--- src/rtl/tlc5957_pkg.sv ---
// Shared TLC5957 definitions: LAT-width command codes and word geometry.
// The transmit-side controller uses the same enum values as its LAT widths.
package tlc5957_pkg;

    localparam int TLC_SHIFT_W  = 48;
    localparam int TLC_GS_WORDS = 16;
    localparam int LAT_CNT_W    = 5;
    localparam logic [LAT_CNT_W-1:0] LAT_CNT_MAX = 5'd31;

    // Enum value equals the LAT width in SCLK strobes; CMD_UNKNOWN uses an unassigned width.
    typedef enum logic [3:0] {
        CMD_NONE      = 4'd0,
        CMD_WRTGS     = 4'd1,
        CMD_UNKNOWN   = 4'd2,
        CMD_LATGS     = 4'd3,
        CMD_WRTFC     = 4'd5,
        CMD_LINERESET = 4'd7,
        CMD_READFC    = 4'd11,
        CMD_TMGRST    = 4'd13,
        CMD_FCWRTEN   = 4'd15
    } cmd_t;

    function automatic cmd_t lat_width_to_cmd(input logic [LAT_CNT_W-1:0] width);
        cmd_t c;
        case (width)
            5'd0:    c = CMD_NONE;
            5'd1:    c = CMD_WRTGS;
            5'd3:    c = CMD_LATGS;
            5'd5:    c = CMD_WRTFC;
            5'd7:    c = CMD_LINERESET;
            5'd11:   c = CMD_READFC;
            5'd13:   c = CMD_TMGRST;
            5'd15:   c = CMD_FCWRTEN;
            default: c = CMD_UNKNOWN;
        endcase
        return c;
    endfunction

endpackage

--- src/rtl/tlc5957_lat_decoder.sv ---
// LAT edge detection and strobe counting; emits a same-cycle decode event for
// the register file and a registered cmd/cmd_valid pair for observers.
module tlc5957_lat_decoder
    import tlc5957_pkg::*;
(
    input  logic clk,
    input  logic nrst,
    input  logic sclk,
    input  logic lat,
    output logic fire,
    output cmd_t fire_cmd,
    output logic cmd_valid,
    output cmd_t cmd
);

    logic                 lat_q_r;
    logic [LAT_CNT_W-1:0] lat_cnt_r;
    logic [LAT_CNT_W-1:0] cnt_s;
    logic                 fall_s;

    // Count including this cycle's strobe, then detect the LAT falling edge.
    always_comb begin
        cnt_s    = lat_cnt_r;
        fall_s   = 1'b0;
        fire     = 1'b0;
        fire_cmd = CMD_NONE;
        if (sclk && lat && (lat_cnt_r != LAT_CNT_MAX)) begin
            cnt_s = lat_cnt_r + 5'd1;
        end else begin
            cnt_s = lat_cnt_r;
        end
        fall_s   = lat_q_r && !lat;
        fire     = fall_s && (cnt_s != 5'd0);
        fire_cmd = lat_width_to_cmd(cnt_s);
    end

    // LAT history, strobe counter and registered command outputs.
    always_ff @(posedge clk) begin
        if (!nrst) begin
            lat_q_r   <= 1'b0;
            lat_cnt_r <= 5'd0;
            cmd_valid <= 1'b0;
            cmd       <= CMD_NONE;
        end else begin
            lat_q_r   <= lat;
            lat_cnt_r <= fall_s ? 5'd0 : cnt_s;
            cmd_valid <= fire;
            if (fire) begin
                cmd <= fire_cmd;
            end else begin
                cmd <= cmd;
            end
        end
    end

endmodule

--- config.mk ---
export PLATFORM = sky130hd
export DESIGN_NAME = tlc5957_lat_decoder
export DESIGN_NICKNAME = d
export VERILOG_FILES = /design/src/rtl/tlc5957_pkg.sv /design/src/rtl/tlc5957_lat_decoder.sv
export SDC_FILE = /design/constraint.sdc
export NUM_CORES = 1
export LEC_CHECK = 0
export CAP_MARGIN = 20
export CORE_AREA = 3 3 40 42
export DETAILED_ROUTE_END_ITERATION = 10
export DIE_AREA = 0 0 43 45
export HOLD_SLACK_MARGIN = 0.15
export PLACE_DENSITY_LB_ADDON = 0.15
export SYNTH_ARGS = -nofsm -noshare
export SYNTH_HDL_FRONTEND = slang
export SYNTH_SLANG_ARGS = --single-unit
--- constraint.sdc ---
create_clock -name clk -period 3 [get_ports clk]
set_input_delay 0.6 -clock clk [delete_from_list [all_inputs] [get_ports clk]]
set_output_delay 0.6 -clock clk [all_outputs]
set_load 0.005 [all_outputs]
After elaboration in Yosys (flattened, before gate mapping)
Memories as Yosys holds them, arrays and structs flattened.
Index checks and enable logic that the tools add are counted.
{"block": "totals", "ff_bits": 11, "rom_bits": 64, "out_inout_bits": 10, "wordCells": 17, "memories": 1}
{"block": "classes", "addsub": 1, "eq_ne": 1, "n_mux": 2, "n_bitwise": 1, "reduce_logical": 7}
{"name": "(no name shown)", "words": 16, "word_bits": 4, "read_ports": 1, "rd_ports_with_merged_regs": 0, "wr": 0, "line_no": "tlc5957_pkg.sv:25", "source": "case (width)"}
{"op": "$add 5x1->5 const B", "n": 1}
{"op": "$mux 5", "n": 1}
{"op": "$ne 5x5->1 const B", "n": 1}
{"op": "$reduce_bool 5->1", "n": 1}
{"op": "$logic_and 1x1->1", "n": 4}
{"op": "$mux 4", "n": 1}
{"op": "$reduce_or 2->1", "n": 1}
{"op": "$logic_not 1->1", "n": 1}
{"op": "$not 1->1", "n": 1}

Depth between registers and ports, before layout
Gate-level depths: netlist of the first run.
{"block": "depth", "word_depth": 5, "ltp_mapped": 8}

Least setup slack after synthesis of the first run
Ideal clock, no wire load.
{"block": "synth_timing", "path_type": "reg-to-output", "start": "register lat_cnt_r[0]", "end": "output fire_cmd[1]", "arrival_ns": 1.850, "t_required_ns": 2.400, "setup_slack_ns": 0.550, "path_stages_with_launch": 9, "n_path_buf": 0, "path_cell_list": "dfxtp_1 -> ha_1 -> and3_1 -> ha_1 -> nand4b_1 -> xor2_2 -> nand2_1 -> a221oi_1 -> inv_1"}
{"block": "synth_via", "elab_chain_len": 5, "word_cells_on_any_way": 6, "classes_between": "1 x add/sub; 1 x eq/ne; 2 x mux; 1 x reduce/logical; 1 x memory"}
{"item": "start, declared", "line_no": "tlc5957_lat_decoder.sv:17", "source": "logic [LAT_CNT_W-1:0] lat_cnt_r;"}
{"item": "start signal, assigned", "line_no": "tlc5957_lat_decoder.sv:46", "source": "lat_cnt_r <= fall_s ? 5'd0 : cnt_s;"}
{"item": "parallel branches: the longest is 2 deep, another holds $add 5x1->5"}
{"item": "$mux 5 *", "line_no": "tlc5957_lat_decoder.sv:27", "source": "if (sclk && lat && (lat_cnt_r != LAT_CNT_MAX)) begin"}
{"item": "$mem_v2 16x4"}
{"item": "$mux 4 *", "line_no": "tlc5957_pkg.sv:25"}
{"item": "end, declared", "line_no": "tlc5957_lat_decoder.sv:11", "source": "output cmd_t fire_cmd,"}
Every way passes the cells marked *.

Final worst setup path of the first run
{"block": "layout_timing", "start": "register lat_cnt_r[0]", "end": "output fire_cmd[3]"}
Same word-level chain as after synthesis.

==> results of run 1 <==
[placed cells by master (no fill, tap or decap), types with 2 or more instances in the layout]
master	n
sky130_fd_sc_hd__buf_4	17
sky130_fd_sc_hd__dfxtp_1	10
sky130_fd_sc_hd__nor2_1	8
sky130_fd_sc_hd__clkdlybuf4s50_1	8
sky130_fd_sc_hd__nand2_1	5
sky130_fd_sc_hd__dlygate4sd2_1	4
sky130_fd_sc_hd__nor2b_1	3
sky130_fd_sc_hd__mux2i_1	3
sky130_fd_sc_hd__clkbuf_4	3
sky130_fd_sc_hd__nand3_1	2
sky130_fd_sc_hd__xor2_2	2
sky130_fd_sc_hd__and2_1	2
[cell type report]
cell class                      instances  area [sq um]  share of cell area [%]
Clock buffer                            4          26.3                    2.89
Inverter                                1          3.75                   0.413
Multi-Input combinational cell         46           392                    43.1
Sequential cell                        11           221                    24.3
Tap cell                               15          18.8                    2.06
Timing Repair Buffer                   30           248                    27.2
[cells by family (layout without fill, tap and decap cells)]
kind of cell    count (synthesis)  after routing  share of synthesized area, %
simple gates                   28             28                          27.2
mux                             5              5                          10.9
flops                          11             11                          37.4
xor+xnor                        3              3                          7.02
compound gates                  8              8                          12.6
buf+inv                         1             35                         0.638
fa+ha+maj                       2              2                          4.25
[flip-flops by register name (all words and copies together) (netlist names)]
signal and cells:
cmd 4, lat_cnt_r 5, lat_q_r 1, cmd_valid 1
[timing repair]
| action | 4_1_cts | 5_1_grt |
|---|---|---|
| setup endpoints to repair | 5 | 2 |
| resized for setup | 7 | 6 |
| pin swaps | 3 | 3 |
| setup buffers | 3 | 3 |
[layer usage]
layer	vias up	global-route usage (%)
li1	267	-
met3	2	3.59
met2	16	21.6
met5	-	0
met1	229	20.0
met4	0	7.23
[through the flow]
step | total power [mW] | worst slack [ns] | utilization (%)
global route | 0.320 | -0.0153 | 70.8
CTS | 0.304 | 0.00142 | 68.0
finish | 0.305 | 0.125 | 70.8
floorplan | 0.178 | 0.550 | -
detailed placement | 0.203 | -0.0664 | 63.8
global placement | 0.203 | -0.0770 | 63.8
[power breakdown]
part | switching, mW | internal (mW)
clock | 0.0496 | 0.0514
sequential | 0.00148 | 0.149
combinational | 0.0247 | 0.0287
[worst min-delay path: stages (launching register included)]
cell and delay (ns):
sky130_fd_sc_hd__dfxtp_1 0.31, sky130_fd_sc_hd__nand2_1 0.05, sky130_fd_sc_hd__o22ai_1 0.06
[path summary, 6_finish.rpt]
kind / endpoint / cells past startpoint
max: fire_cmd[3] / 10
min: cmd[0]$_SDFFE_PN0P_ / 2
max reg2reg: cmd[0]$_SDFFE_PN0P_ / 10
min reg2reg: cmd[0]$_SDFFE_PN0P_ / 2
==> results.rst, run 1 <==
.. list-table::
   :header-rows: 1

   * - Metric
     - Value
   * - Result of the run
     - finished clean
   * - Post-layout nets
     - 99
   * - Antenna diodes
     - 0
   * - Total length of routed met2 wires
     - 589 um
   * - H-Tree Depth
     - 1
   * - Post-synth EDFFs
     - 0
   * - Crit Path Max Fanout
     - 4
   * - Number of placement rows
     - 13
   * - Leakage dissipation
     - 0.415 nW
   * - Worst hold margin
     - 0.468 ns
   * - Flops & latches, synth
     - 11
   * - Share of the clock period used by the worst path
     - 95.8%
   * - Area post-placement
     - 820 sq um
   * - Fillcell total
     - 104
   * - Via count of the first global-routing pass
     - 486
   * - Netlist area before placement
     - 588 sq um
   * - Post-placement cell count
     - 97
   * - HPWL after DPL
     - 926 um
   * - Post-synth top area share
     - 37.4%
   * - Global-route wire length before repair
     - 2080 um
   * - Number of warning messages in the yosys log
     - 0
   * - Number of buffers created by CTS
     - 3
   * - Total die area
     - 1940 sq um
   * - Total congestion overflow after global routing
     - 0
   * - Post-route DRC violation count
     - 0
   * - Final period demand of the worst path
     - 2.88 ns
   * - Max_slew headroom
     - 70.3%
   * - CP max-delay cell
     - sky130_fd_sc_hd__dfxtp_2
   * - Data required, critical path
     - 2.40 ns
   * - Most used flip-flop cell after synthesis
     - sky130_fd_sc_hd__dfxtp_1
   * - Initial core utilization
     - 45.8%
   * - Max capacitance violation total
     - 0
   * - Number of standard cells in the final layout excluding fillers
     - 107
   * - Detailed Route Iter0 Violations
     - 13
   * - Buffers & Inverters on Critical Path
     - 2
   * - Total negative slack
     - 0 ns
   * - Number of antenna violations at the first check in global routing
     - 0
   * - Worst setup skew after layout
     - 0.00500 ns
   * - Worst setup path startpoint
     - lat_cnt_r[0]$_SDFF_PP0_
   * - Remaining antenna violation count after routing
     - 0
   * - Number of max-slew violations in the final report
     - 0
   * - Routed length per placed instance
     - 12.5 um
   * - Data arrival time of the worst path
     - 2.28 ns
   * - Number of standard cells after synthesis
     - 58
   * - Synthesized area divided by synthesized cell count
     - 10.1 sq um
   * - Leading post-synthesis cells by instance count
     - sky130_fd_sc_hd__dfxtp_1 (11), sky130_fd_sc_hd__nor2_1 (8), sky130_fd_sc_hd__nand2_1 (6)
   * - Sequential element share of the synthesized area
     - 37.4%
   * - Share of layout cells above drive strength 1
     - 37.0%
   * - Top Layer Used
     - met4
   * - Die Wd
     - 43 um
   * - Total length of routed met3 wires
     - 63 um
   * - Worst min path class
     - reg -> reg
   * - Area grow syn2layout
     - 54.7%
   * - Floorplan Core Area
     - 1280 sq um
   * - Routed vias
     - 514
   * - Source-to-sink clock delay at the later pin of the worst-skew pair
     - 0.27 ns
   * - Height of the chip
     - 45 um
   * - Routability Congestion
     - 0.805
   * - CTS tree
     - yes
   * - Cell taking the most area after synthesis
     - sky130_fd_sc_hd__dfxtp_1
   * - Port Buffer Count
     - 13
   * - TritonCTS Sinks
     - 11
   * - Count of final setup violators
     - 0
   * - Kind of cell with the highest combined delay on the critical path
     - simple AND/OR/NAND/NOR gates
   * - CTS hold repair buffers
     - 0
   * - Worst Setup End Kind
     - output pin
   * - Power density cells
     - 335 nW/um^2
   * - Pin count of the biggest net entering global routing
     - 9
   * - Count of pins on the block boundary
     - 14
   * - Startpoint of the most critical hold path
     - cmd[0]$_SDFFE_PN0P_
   * - Transition time at the pin with the least slew margin
     - 0.443 ns
   * - CP Cell Sequence
     - ha_1 -> and3_1 -> ha_2 -> nand4b_1 -> xor2_2 -> buf_4 -> nand2_1 -> nand2_1 -> nor2_1 -> dlygate4sd2_1
   * - DRT Wirelength
     - 1330 um
   * - Overall Global Routing Usage
     - 14.6%
   * - Peak supply drop
     - 0.240 mV
   * - Synth async-reset ratio
     - 0%
   * - Initial DRT Pass Iterations
     - 4
   * - CTS Root Cell
     - sky130_fd_sc_hd__clkbuf_4
   * - Number of different library cells in the post-synthesis netlist
     - 28
   * - Wire length the detailed router placed on met1
     - 667 um
   * - CP Class
     - reg -> out
   * - Drt via density
     - 4.80
   * - Maximum clock frequency
     - 348 MHz
   * - Syn nets
     - 64
   * - Final instance area
     - 910 sq um
   * - Cell occurring most often along the worst timing path
     - sky130_fd_sc_hd__nand2_1
   * - Number of hold-slack violations in the final timing report
     - 0
   * - Slack of the worst reg-to-reg path
     - 0.84 ns
   * - Largest buffer count on any clock path
     - 2
   * - Crit Reg-Reg Startpoint
     - lat_cnt_r[0]$_SDFF_PP0_
   * - Clock transition at path regs
     - 0.07 ns
   * - Dominant cell by count in the synthesized netlist
     - sky130_fd_sc_hd__dfxtp_1
   * - Main area contributors after synthesis
     - sky130_fd_sc_hd__dfxtp_1 (37%), sky130_fd_sc_hd__xor2_2 (5.5%), sky130_fd_sc_hd__mux2i_1 (5.1%)
   * - Largest stage delay, worst path
     - 0.33 ns
   * - Startpoint type of the worst setup path
     - flip-flop
(Power assumes the default switching activity.)
==> run 2, diff against run 1 <==
Settings changed: SLEW_MARGIN set to 20.
==> results of run 2 <==
Final layout, timing and power as in run 1 (identical DEF).
==> RTL edit 1: new RTL, config.mk and constraints of run 1 <==
Put one more register stage on the output `cmd`. The value now appears one clock later. The other outputs are not delayed to match. Comments in the files are not updated.
--- a/src/rtl/tlc5957_lat_decoder.sv
+++ b/src/rtl/tlc5957_lat_decoder.sv
@@ -13,4 +13,6 @@
     output cmd_t cmd
 );
+
+    cmd_t cmd_s0;
 
     logic                 lat_q_r;
@@ -41,5 +43,5 @@
             lat_cnt_r <= 5'd0;
             cmd_valid <= 1'b0;
-            cmd       <= CMD_NONE;
+            cmd_s0    <= CMD_NONE;
         end else begin
             lat_q_r   <= lat;
@@ -47,11 +49,15 @@
             cmd_valid <= fire;
             if (fire) begin
-                cmd <= fire_cmd;
+                cmd_s0 <= fire_cmd;
             end else begin
-                cmd <= cmd;
+                cmd_s0 <= cmd_s0;
             end
         end
     end
 
+    always_ff @(posedge clk) begin
+        cmd <= cmd_s0;
+    end
+
 endmodule
 
Function: changed (Yosys sat finds a counterexample within 4 cycles, from zero or initial values and one cycle with nrst low).
==> RTL edit 1 against run 1 <==
Critical path depth fell by 1. Die area did not move. Area after synthesis up 19%. Cell count is 3.7% higher. Wire length increased by 22%. Total power is 22% higher. Sequential cell count grew 4. Worst setup slack got worse by 0.0042 ns. Hold slack got worse by 0.11 ns. Cell area is 9.9% higher.
==> RTL edit 1: results (changes against run 1) <==
| Metric | Value |
|---|---|
| First-pass GRT wire length | 2546 um (+22%) |
| Crit path DAT | 2.28 ns (about the same) |
| Clock Skew | 0.001760 ns (-0.003238 ns) |
| Number of global-route vias before repair | 551 (+13%) |
| TritonRoute pass-1 iters | 3 (-1) |
| Worst r2r src | lat_cnt_r[1]$_SDFF_PP0_ |
| Metal1 wirelength | 701 um (+5.1%) |
| Most frequent cells after synthesis | dfxtp_1 (15), nor2_1 (8), nand2_1 (5) |
| Synthesized Nets | 73 (+14%) |
| Outcome | completed |
| Hold path startpoint | cmd_s0[2]$_SDFFE_PN0P_ |
| Htree depth | 1 (unchanged) |
| Slowest Stage Delay on Critical Path | 0.37 ns (+0.04 ns) |
| Clock latency at the later pin of the worst-skew pair | 0.27 ns (about the same) |
| Met3 Usage GRT | 5.179% (+1.6 points) |
| Clk buf depth | 2 (unchanged) |
| ANT cells | 0 (unchanged) |
| Worst-Margin Slew | 0.4295 ns (-0.01312 ns) |
| Area after DPL | 909.6 um^2 (+11%) |
| Root buffer cell | clkbuf_4 |
| Share of layout cells above drive strength 1 | 32.29% (-4.7 points) |
| Hold Slack | 0.3560 ns (-0.1117 ns) |
| Antenna violations before repair | 0 (unchanged) |
| Nets | 103 (+4.0%) |
| Crit path max-delay cell type | dfxtp_4 |
| Met1 GRT Util | 20.15% (+0.099 points) |
| Seq/Total Area, Yosys | 42.86% (+5.4 points) |
| Met2 WL | 832 um (+41%) |
| Via count | 576 (+12%) |
| Ys async rst share | 0% (unchanged) |
| Regs by FF count | lat_cnt_r x5, cmd x4, cmd_s0 x4 |
| Post-synthesis mux area share | 8.929% (-1.9 points) |
| Hold EP | cmd[2]$_DFF_P_ |
| Worst hold path depth | 0 (-2) |
| Crit-path max FO | 4 (unchanged) |
| Worst R2R End | cmd_s0[2]$_SDFFE_PN0P_ |
| Clock transition at path regs | 0.09 ns (+0.02 ns) |
| Cells on worst reg2reg path | 11 (+1) |
| I/O Buffers | 13 (unchanged) |
| Compound-Gate Fraction of Synth Area | 13.21% (+0.66 points) |
| Ys Warns | 0 (unchanged) |
| Largest net degree at the start of global routing | 9 (unchanged) |
| Hold crit path type | flip-flop to flip-flop |
| Met2 Use GR | 32.93% (+11 points) |
| Worst vdd ir | 0.3863 mV (+61%) |
| Synth area leaders | dfxtp_1 (43%), mux2i_1 (5.7%), nor2_1 (4.3%) |
| Synth cell types | 33 (+18%) |
| Met3 wire len | 63 um (unchanged) |
| Synth Area in Adders | 3.571% (-0.68 points) |
| RePlAce Congestion | 0.7549 (-6.3%) |
| R2R setup slack | 0.73 ns (-0.11 ns) |
| Routed WL | 1631 um (+22%) |
| 1st-iter DRT viols | 9 (-4) |
| Highest metal used | met4 |
| Dpl hpwl | 1091 um (+18%) |
| Total CTS buffers | 3 (unchanged) |
| Gr usage total | 18.44% (+3.8 points) |
| Post-synthesis xor/xnor area fraction | 5.893% (-1.1 points) |
| Pleak | 0.4481 nW (+8.1%) |
RTL edit 1: worst max-delay path, delay by kind of cell (launching register included):
| family | cells | cell delay (ns) |
|---|---|---|
| fa+ha+maj | 2 | 0.38 |
| buf+inv | 3 | 0.53 |
| flops | 1 | 0.37 |
| compound gates | 1 | 0.12 |
| simple gates | 2 | 0.42 |
| xor+xnor | 1 | 0.18 |
RTL edit 1: power by group:
group,switching (W),internal [W]
Combinational,0.0000273,0.0000297
Sequential,0.00000229,0.000202
Clock,0.0000604,0.0000515
RTL edit 1: cell type report:
class / instances / area, um^2
timing repair buffer: 26 / 230.2
multi-input combinational: 49 / 412.9
inverter: 2 / 7.507
fill: 96 / 285.3
sequential: 15 / 304.0
clock buffer: 4 / 26.28
tap: 15 / 18.77
RTL edit 1: repair_timing:
item,in CTS,in global routing
setup endpoints to repair,5,5
hold buffers,0,0
cloned,0,0
resized for setup,9,7
hold endpoints to repair,0,0
pin swaps,1,2
buffers inserted,1,5
RTL edit 1: how the worst max path moves through the flow:
| stage | to | from |
|---|---|---|
| after floorplan | fire_cmd[1] | lat_cnt_r[1]$_SDFF_PP0_ |
| after global placement | fire_cmd[1] | lat |
| after detailed placement | fire_cmd[3] | lat |
| after CTS | fire_cmd[1] | lat_cnt_r[1]$_SDFF_PP0_ |
| after global routing | fire_cmd[1] | lat_cnt_r[1]$_SDFF_PP0_ |
| final | fire | lat_cnt_r[1]$_SDFF_PP0_ |
RTL edit 1: through the flow:
| step | setup slack [ns] | setup TNS, ns | cells |
|---|---|---|---|
| floorplan | 0.5894 | 0 | 67 |
| global placement | 0.01676 | 0 | 101 |
| detailed placement | -0.005531 | -0.006931 | 101 |
| CTS | -0.03359 | -0.03359 | 106 |
| global route | -0.01151 | -0.02264 | 111 |
| finish | 0.1206 | 0 | 111 |
==> RTL edit 2: new RTL, settings of run 1 <==
Without the edit above. The package constant `LAT_CNT_MAX` goes from 5'd31 to 5'd30.
--- a/src/rtl/tlc5957_pkg.sv
+++ b/src/rtl/tlc5957_pkg.sv
@@ -6,5 +6,5 @@
     localparam int TLC_GS_WORDS = 16;
     localparam int LAT_CNT_W    = 5;
-    localparam logic [LAT_CNT_W-1:0] LAT_CNT_MAX = 5'd31;
+    localparam logic [LAT_CNT_W-1:0] LAT_CNT_MAX = 5'd30;
 
     // Enum value equals the LAT width in SCLK strobes; CMD_UNKNOWN uses an unassigned width.
Check against the original RTL: same outputs for any inputs over 10 cycles, from zero or initial values and one cycle with nrst low; that may be too few to reach the edited logic, so the function may still have changed.
==> RTL edit 2 against run 1 <==
Sequential cell count did not move. Total power decreased by 2.8%. Highest routed layer is now met3. Hold slack better by 0.0049 ns. Cell area down 5.5%. Area after synthesis rose by 3.2%. Sequential share of layout area rose by 1.3 points. Worst setup slack better by 0.058 ns. Die area unchanged. Wire length grew 7.5%. Clock power down 4%. Synthesized cell count grew 29%.
==> RTL edit 2: results (changes against run 1) <==
| Metric | Value |
|---|---|
| Met3 wire len | 71 um (+13%) |
| Cell Pwr Density | 344.8 nW/um^2 (+2.9%) |
| CTS resizes | 5 (-2) |
| Regs by FF count | lat_cnt_r x5, cmd x4 |
| WL/cell | 12.47 um (about the same) |
| Most frequent cells after synthesis | nand2_1 (14), dfxtp_1 (11), nor2_1 (11) |
| Final WS setup | 0.1829 ns (+0.05810 ns) |
| Seq/Total Area, Yosys | 36.29% (-1.2 points) |
| Metal1 wirelength | 634 um (-4.9%) |
| Highest metal used | met3 |
| Via density | 5.270 (+9.7%) |
| Worst vdd ir | 0.3908 mV (+63%) |
| Syn Inst Count | 75 (+29%) |
| Share of layout cells above drive strength 1 | 23.00% (-14 points) |
| Crit path DAT | 2.22 ns (-0.06 ns) |
| Top FF cell, synth | dfxtp_1 |
| Most frequent cell after synthesis | nand2_1 |
| Hold Slack | 0.4725 ns (+0.004897 ns) |
| Clock Skew | 0.0008511 ns (-0.004147 ns) |
| R2R setup slack | 0.80 ns (-0.04 ns) |
| Dpl ws | -0.07541 ns (-0.009057 ns) |
| Synthesized Nets | 81 (+27%) |
| Synth cell types | 26 (-7.1%) |
| Crit-path max FO | 5 (+1) |
| Nets | 107 (+8.1%) |
| Cells on worst reg2reg path | 9 (-1) |
| Met1 GRT Util | 19.90% (-0.15 points) |
| Pleak | 0.4341 nW (+4.7%) |
| Outcome | completed |
| Met3 Usage GRT | 6.375% (+2.8 points) |
| Via count | 606 (+18%) |
| Comb power | 0.0000472 W (-12%) |
| Met2 WL | 728 um (+24%) |
| Int Pwr | 0.0002261 W (-1.3%) |
| CP Launch Point | sclk |
| Slowest Stage Delay on Critical Path | 0.48 ns (+0.15 ns) |
| First-pass GRT wire length | 2421 um (+16%) |
| Hold EP | cmd[3]$_SDFFE_PN0P_ |
| Met2 Use GR | 27.84% (+6.3 points) |
| Area after DPL | 804.5 um^2 (-1.8%) |
| Dpl hpwl | 1100 um (+19%) |
| Hold path startpoint | cmd[3]$_SDFFE_PN0P_ |
| Crit path max-delay family | buffers and inverters |
| Crit path max-delay cell type | clkdlybuf4s50_1 |
| Clock transition at path regs | 0.06 ns |
| Worst-Margin Slew | 0.2933 ns (-0.1493 ns) |
| Critical Path Start Type | input pin |
| Filler cells | 123 (+18%) |
| RePlAce Congestion | 0.8077 (+0.29%) |
| 1st-iter DRT viols | 6 (-7) |
| Gr usage total | 16.44% (+1.8 points) |
| Synth area leaders | dfxtp_1 (36%), nand2_1 (8.7%), nor2_1 (6.8%) |
| Number of global-route vias before repair | 574 (+18%) |
[RTL edit 2: changes by cell type after synthesis, sizes merged, moves of 3 or more]
cell   delta
and2      +3
o22ai     +3
nor2b     -3
a21oi     +3
inv       +3
mux2i     -3
nand2     +8
o22a      +4
[RTL edit 2: cell type report]
cell class	instances	area, um^2	share of cell area (%)
Clock buffer	4	26.28	3.057
Inverter	4	15.01	1.747
Multi-Input combinational cell	59	372.9	43.38
Sequential cell	11	220.2	25.62
Tap cell	15	18.77	2.183
Timing Repair Buffer	22	206.4	24.02
[RTL edit 2: logic make-up after synthesis]
family	count (synthesis)	share of synthesized area (%)
AND/OR/NAND/NOR	38	30.93
AO/OA/AOI/OAI	17	21.24
flip-flops	11	36.29
buffers and inverters	5	4.329
adder cells (fa/ha/maj)	2	4.123
XOR/XNOR	1	1.444
multiplexers	1	1.650
